File: src/rtl/vga_timing_ctrl.sv
// VGA raster timing generator: two cascaded axis sequencers (pixel, line), each a
// 4-phase FSM with a position counter; every output is registered and mutually aligned.

module vga_axis #(
   parameter int   ACT      = 640,
   parameter int   FP       = 16,
   parameter int   SYNC     = 96,
   parameter int   BP       = 48,
   parameter logic SYNC_POL = 1'b0,
   parameter int   CW       = 10
) (
   input  logic          clk,
   input  logic          rst_n,
   input  logic          adv,
   output logic [CW-1:0] pos,
   output logic          disp,
   output logic          disp_nxt,
   output logic          sync,
   output logic          wrap
);
   localparam int TOTAL = ACT + FP + SYNC + BP;
   localparam logic [CW-1:0] LAST    = CW'(TOTAL - 1);
   localparam logic [CW-1:0] B_FRONT = CW'(ACT);
   localparam logic [CW-1:0] B_SYNC  = CW'(ACT + FP);
   localparam logic [CW-1:0] B_BACK  = CW'(ACT + FP + SYNC);

   typedef enum logic [1:0] {PH_ACTIVE, PH_FRONT, PH_SYNC, PH_BACK} phase_e;

   phase_e        phase_q, phase_d;
   logic [CW-1:0] pos_q, pos_d;
   logic          disp_q, disp_d;
   logic          sync_q, sync_d;

   always_ff @(posedge clk or negedge rst_n) begin
      if (!rst_n) begin
         phase_q <= PH_BACK;
         pos_q   <= LAST;
         disp_q  <= 1'b0;
         sync_q  <= ~SYNC_POL;
      end else begin
         phase_q <= phase_d;
         pos_q   <= pos_d;
         disp_q  <= disp_d;
         sync_q  <= sync_d;
      end
   end

   // Phase is decoded from the next position so the registered levels line up with pos_q.
   always_comb begin
      wrap    = adv && (pos_q == LAST);
      pos_d   = pos_q;
      phase_d = phase_q;
      if (adv) pos_d = wrap ? '0 : pos_q + CW'(1);
      case (phase_q)
         PH_ACTIVE: if (pos_d == B_FRONT) phase_d = PH_FRONT;
         PH_FRONT:  if (pos_d == B_SYNC)  phase_d = PH_SYNC;
         PH_SYNC:   if (pos_d == B_BACK)  phase_d = PH_BACK;
         PH_BACK:   if (pos_d == '0)      phase_d = PH_ACTIVE;
         default:   phase_d = PH_BACK;
      endcase
      disp_d = (phase_d == PH_ACTIVE);
      sync_d = (phase_d == PH_SYNC) ? SYNC_POL : ~SYNC_POL;
   end

   assign pos      = pos_q;
   assign disp     = disp_q;
   assign disp_nxt = disp_d;
   assign sync     = sync_q;
endmodule

module vga_timing_ctrl #(
   parameter int   H_ACTIVE = 640,
   parameter int   H_FP     = 16,
   parameter int   H_SYNC   = 96,
   parameter int   H_BP     = 48,
   parameter int   V_ACTIVE = 480,
   parameter int   V_FP     = 10,
   parameter int   V_SYNC   = 2,
   parameter int   V_BP     = 33,
   parameter logic SYNC_POL = 1'b0,
   parameter int   CW       = 10
) (
   input  logic          clk,
   input  logic          rst_n,
   input  logic          enable,
   output logic          hsync,
   output logic          vsync,
   output logic          h_display,
   output logic          v_display,
   output logic          display_en,
   output logic [CW-1:0] pixel_x,
   output logic [CW-1:0] pixel_y,
   output logic          line_start,
   output logic          frame_start
);
   logic h_wrap, v_wrap, h_disp_nxt, v_disp_nxt;
   logic line_start_q, line_start_d;
   logic frame_start_q, frame_start_d;
   logic display_en_q, display_en_d;

   vga_axis #(.ACT(H_ACTIVE), .FP(H_FP), .SYNC(H_SYNC), .BP(H_BP),
              .SYNC_POL(SYNC_POL), .CW(CW)) u_h (
      .clk(clk), .rst_n(rst_n), .adv(enable), .pos(pixel_x), .disp(h_display),
      .disp_nxt(h_disp_nxt), .sync(hsync), .wrap(h_wrap)
   );

   // The line axis steps only on the pixel-axis wrap, so vsync edges land on pixel_x == 0.
   vga_axis #(.ACT(V_ACTIVE), .FP(V_FP), .SYNC(V_SYNC), .BP(V_BP),
              .SYNC_POL(SYNC_POL), .CW(CW)) u_v (
      .clk(clk), .rst_n(rst_n), .adv(h_wrap), .pos(pixel_y), .disp(v_display),
      .disp_nxt(v_disp_nxt), .sync(vsync), .wrap(v_wrap)
   );

   always_comb begin
      line_start_d  = h_wrap;
      frame_start_d = h_wrap && v_wrap;
      display_en_d  = h_disp_nxt && v_disp_nxt;
   end

   always_ff @(posedge clk or negedge rst_n) begin
      if (!rst_n) begin
         line_start_q  <= 1'b0;
         frame_start_q <= 1'b0;
         display_en_q  <= 1'b0;
      end else begin
         line_start_q  <= line_start_d;
         frame_start_q <= frame_start_d;
         display_en_q  <= display_en_d;
      end
   end

   assign line_start  = line_start_q;
   assign frame_start = frame_start_q;
   assign display_en  = display_en_q;
endmodule
File: config.mk
export PLATFORM = sky130hd
export DESIGN_NAME = vga_timing_ctrl
export DESIGN_NICKNAME = d
export VERILOG_FILES = /design/src/rtl/vga_timing_ctrl.sv
export SDC_FILE = /design/constraint.sdc
export NUM_CORES = 1
export LEC_CHECK = 0
export ABC_AREA = 1
export CAP_MARGIN = 20
export CELL_PAD_IN_SITES_DETAIL_PLACEMENT = 0
export CELL_PAD_IN_SITES_GLOBAL_PLACEMENT = 2
export CORE_UTILIZATION = 32
export CTS_CLUSTER_DIAMETER = 80
export DETAILED_ROUTE_END_ITERATION = 8
export PLACE_DENSITY = 0.93
export SLEW_MARGIN = 15
export SYNTH_ARGS = -nofsm -noshare
export SYNTH_HDL_FRONTEND = slang
export SYNTH_SLANG_ARGS = --single-unit
File: constraint.sdc
create_clock -name clk -period 5.85 [get_ports clk]
set_input_delay 1.755 -clock clk [delete_from_list [all_inputs] [get_ports clk]]
set_output_delay 1.755 -clock clk [all_outputs]
set_load 0.02 [all_outputs]
Yosys cells after proc, flatten, opt, wreduce, memory -nomap -nowiden:

Index checks and enable logic that the tools add are counted.

* register bits: 31
* latch bits: 0
* RAM bits: 0
* bits in read-only memories: 0
* input port bits: 3
* output and inout port bits: 27
* logic and storage cells: 55
* memories kept: 0

* $add $sub $neg: 2
* $mul: 0
* divide/modulo/power cells: 0
* order comparisons: 0
* equality and inequality tests: 16
* shift operators: 0
* multiplexer cells: 16
* bitwise logic cells: 0
* reductions and logical operators: 10

Operator list (number)
* $eq 10x10->1 const B: 5
* $mux 10: 4
* $eq 10x9->1 const B: 3
* $add 10x1->10 const B: 2
* $logic_not 10->1: 2
* $mux 2: 8
* $pmux 2 s4: 2
* $eq 2x2->1 const B: 6
* $logic_not 2->1: 4
* $eq 2x1->1 const B: 2
* $logic_and 1x1->1: 4
* $mux 1: 2

Logic depth before layout (Yosys ltp):

* word-level depth: 10
* gate-level depth with buffers: 17
* gate-level depth less buffers: 17

Hierarchy:

A second synthesis with hierarchy kept.

* cells, all modules: 302
* area total of the unflattened synthesis: 2140.8 um^2

Modules (own cells, without submodules)
* vga_axis (u_v): times used 1, cells an instance 157, area each 1044.8 um^2
* vga_axis (u_h): times used 1, cells an instance 138, area each 1006.0 um^2
* vga_timing_ctrl: times used 1, cells an instance 7, area each 90.1 um^2

Worst setup path after synthesis:

Ideal clock, no wire load.

* path kind: input to register
* from: input enable
* to: register display_en_q (netlist: display_en)
* arrival time: 3.083 ns
* path slack: 2.652 ns
* stages: 15
* path buffers: 2
* cell sequence: buf_4 > nand2_2 > nor2_4 > nand3_4 > buf_6 > nand2_2 > nand2_2 > nand2_2 > nand2_2 > nor2_4 > nand3_1 > a21oi_1 > o21ai_1 > nand2_1 > nor2_2

* word-level cells in the longest chain between the ends: 9
* elaborated cells on any way between the ends: 27
* those cells by class: eq/ne: 6; mux: 14; reduce/logical: 7

RTL lines
* from (decl): RTL line 85 `input logic enable,`
* $logic_and 1x1->1 (2 in series): RTL line 50 `wrap = adv && (pos_q == LAST);`
* $mux 10 (2 in series): RTL line 53 `if (adv) pos_d = wrap ? '0 : pos_q + CW'(1);`
* $eq 10x9->1, or another cell as far along: RTL line 57 `PH_SYNC: if (pos_d == B_BACK) phase_d = PH_BACK;`
* $mux 2, on equally long branches
* $pmux 2 s4: RTL line 54 `case (phase_q)`
* $logic_not 2->1: RTL line 61 `disp_d = (phase_d == PH_ACTIVE);`
* $logic_and 1x1->1 (*): RTL line 117 `display_en_d = h_disp_nxt && v_disp_nxt;`
* net display_en_d: RTL line 99 `logic display_en_q, display_en_d;`
* to (signal assigned): RTL line 128 `display_en_q <= display_en_d;`
* to (decl): RTL line 99

Mark *: on every way through the listed nets, which the timed path passes. The rest lies on a longest branch.

Worst setup path in the final report:

* from: input enable
* to: register display_en_q (netlist: display_en)

* word-level cells in the longest chain between the ends: 9
* elaborated cells on any way between the ends: 27
* those cells by class: eq/ne: 6; mux: 14; reduce/logical: 7

RTL lines
* $logic_and 1x1->1 (*): RTL line 50
* net h_wrap: RTL line 96 `logic h_wrap, v_wrap, h_disp_nxt, v_disp_nxt;`
* $logic_and 1x1->1: RTL line 50
* $mux 10 (2 in series): RTL line 53
* $eq 10x9->1, or another cell as far along: RTL line 57
* $mux 2, on equally long branches
* $pmux 2 s4: RTL line 54
* $logic_not 2->1: RTL line 61
* $logic_and 1x1->1 (*): RTL line 117
* net display_en_d: RTL line 99

Marks and branches as above.

==> results.cfg <==
[floorplanning]
die_x_um = 83.2
ioPinCount = 30
initial_utilization_pct = 33.3
die-area_um2 = 6930
dieHeight_um = 83.2
core_area_um2 = 6350
placementRows = 29

[global_routing]
track_usage_pct = 17.2
grt_pass1_vias = 2010
antenna_found_initial = 0
grt_max_degree = 32
grt_pass1_wl_um = 9540
gr-total-overflow = 0

[timing]
final_max_slew_viol_count = 0
relSlewSlack_pct = 71.8
setup_ws_ns = 1.92
setup_violations = 0
post-route-min-period_ns = 3.93
fin_setup_tns_ns = 0
finalCritPeriodShare_pct = 67.1
fin_skew_ns = 0.0154
final_hold_viol_count = 0
rsz0062_at_grt = no
max_freq_ghz = 0.255
worst_pin_slew_ns = 0.421

[worst_setup_path]
cp.required_ns = 6.07
r2r_start = u_h.pos[0]
slowest_delay_ns = 0.73
worstSetupEndpointType = register
critPathArrivalTime_ns = 4.15
path_cells = clkdlybuf4s50_1, nand2_2, nor2_4, nand3_4, inv_2, nand2_2, nand3_1, nand2_1, nor2_1, nand3_1, nand2_1, nand2_1, nor2_4, nand2_2, nor2_2
worstPathMaxFanout = 13
slowest_stage = clkdlybuf4s50_1
start_kind = input port
critPathLaunch = enable
worst-setup-path-type = input port to register

[pwr]
swShare_pct = 39.9
p_comb_share_pct = 37.5
seq_power_share_pct = 37.2
clkPwrFrac_pct = 25.3
leakage_nw = 1.28
p_sw_mw = 0.353
internal_power_mw = 0.530
peakVddDrop_mv = 0.217
power_density_nw_per_um2 = 339

[synth]
seq_area_frac_synth_pct = 37.7
yosysUniqueCellTypes = 25
synthesis.area_um2 = 2110
synthesis.nets = 321
synth_area_leader_cell = dfstp_2
yosysTopAreaCellShare_pct = 19.9
synthCells = 315
avgSynthCellArea_um2 = 6.70
synthTopCellsByArea = dfstp_2, dfrtp_1, nand2_1
yosysWarnings = 0
ys_ff_latch = 31

[clocking]
htree_num_levels = 2
cts_max_path_buffers = 2
numCtsBuffers = 5
post_cts_resized = 0
path_clk_slew_ns = 0.07
cts_hold_buf = 0
clock-sinks = 31
root_buffer = clkbuf_8
cts_tree = yes
cts_setup_buffers = 0
clk_latency_ns = 0.29

[flow_run]
drv_cap = 0

[finish]
mostFrequentLayoutCell = nand2_1
fillerInstances = 657
layout.nets = 356
drive_above_1_share_pct = 16.0
layout_common_cells = nand2_1, inv_1, nor2_1, nand3_1, clkdlybuf4s50_1
area_delta_synth_final_pct = 23.3
antenna_cells = 0
ff_latch_area_um2 = 796
multi_input_area_um2 = 1080

[detailed_routing]
drt_wl_total_um = 5550
viasPerCell = 4.70
ant_nets = 0
drc_errors = 0
num_vias = 2013
drtIter0Drc = 120
drt_first_pass_iters = 4
wl_per_cell_um = 13.0

[place]
gp_congestion = 0.795
place_worst_setup_slack_ns = 1.67
dp_hpwl_um = 4280
port_buffers = 29

[outcome]
status = finished, final reports clean

[min_path]
hp-class = register to register
min_from = u_v.pos[9]
## worst max-delay path: cells and delay by family
kind                   cells  cell delay (ns)
AND/OR/NAND/NOR           13             1.50
buffers and inverters      2             0.88
## cells in the mapped netlist
cell type   n
nor2_2      6
nor2_4      6
or2_2       1
nand2_2    11
o21ai_0     1
dfrtp_1    15
xor2_1      2
nand2b_1    1
o21bai_1    1
and2_1      1
o21ai_1     2
inv_2       4
nand3_4     1
nand2_1    91
buf_4       1
ha_1        3
buf_6       1
nor3_1      1
dfstp_2    16
inv_1      54
nand3_1    38
nand4_1    10
a21oi_1     2
a21oi_2     2
nor2_1     44
## power groups by stage
stage / sequential [mW] / combinational [mW] / clock [mW]
detailed placement: 0.333 / 0.330 / 0
finish: 0.328 / 0.331 / 0.224
global route: 0.335 / 0.370 / 0.240
CTS: 0.329 / 0.332 / 0.229
global placement: 0.334 / 0.329 / 0
floorplan: 0.360 / 0.176 / 0
## registers in the layout, indices dropped and copies added, names as in the netlist
register / cells
u_h.pos: 10
u_v.sync: 1
u_v.pos: 10
line_start: 1
frame_start: 1
u_h.phase_q: 2
display_en: 1
u_v.phase_q: 2
u_h.sync: 1
u_h.disp: 1
u_v.disp: 1
## logic make-up (layout without fill, tap and decap cells)
group | Yosys count | in the layout | share of synthesized area [%]
XOR/XNOR | 2 | 2 | 0.830
adder cells (fa/ha/maj) | 3 | 3 | 1.78
buffers and inverters | 60 | 96 | 11.2
AO/OA/AOI/OAI | 8 | 8 | 2.37
AND/OR/NAND/NOR | 211 | 211 | 46.2
flip-flops | 31 | 31 | 37.7
## worst paths after layout
kind                             endpoint  slack [ns]  depth (start not counted)
hold / removal                 u_v.pos[9]        0.53                          2
max in group asynchronous  u_v.phase_q[0]        3.64                          2
hold reg to reg                u_v.pos[9]        0.53                          2
min in group asynchronous      u_h.pos[5]        1.85                          2
setup reg to reg               display_en        3.29                         15
setup / recovery               display_en        1.92                         15
## cell type report
type,instances,share of cell area [%]
Clock inverter,2,1.34
Timing Repair Buffer,30,11.4
Sequential cell,31,30.5
Multi-Input combinational cell,224,41.5
Inverter,58,8.36
Tap cell,77,3.70
Clock buffer,6,3.17
## layer usage
metal,global-route usage [%],up-vias,wire length [um]
met3,3.88,4,197
met4,6.58,0,64
met2,27.1,37,2640
met5,0,-,0
met1,23.0,938,2660
li1,-,1034,-
## through the flow
step / utilization, % / std cells / power, mW / hold slack [ns] / area, um^2
6_report: 41.0 / 428 / 0.883 / 0.529 / 2610
5_1_grt: 41.0 / 428 / 0.945 / 0.544 / 2610
4_1_cts: 41.0 / 428 / 0.890 / 0.534 / 2610
3_5_place_dp: 39.2 / 420 / 0.663 / 0.522 / 2490
3_3_place_gp: 39.2 / 420 / 0.663 / 0.523 / 2490
2_1_floorplan: - / 315 / 0.536 / 0.542 / 2110
No activity file was read; power rests on OpenSTA's default activity.
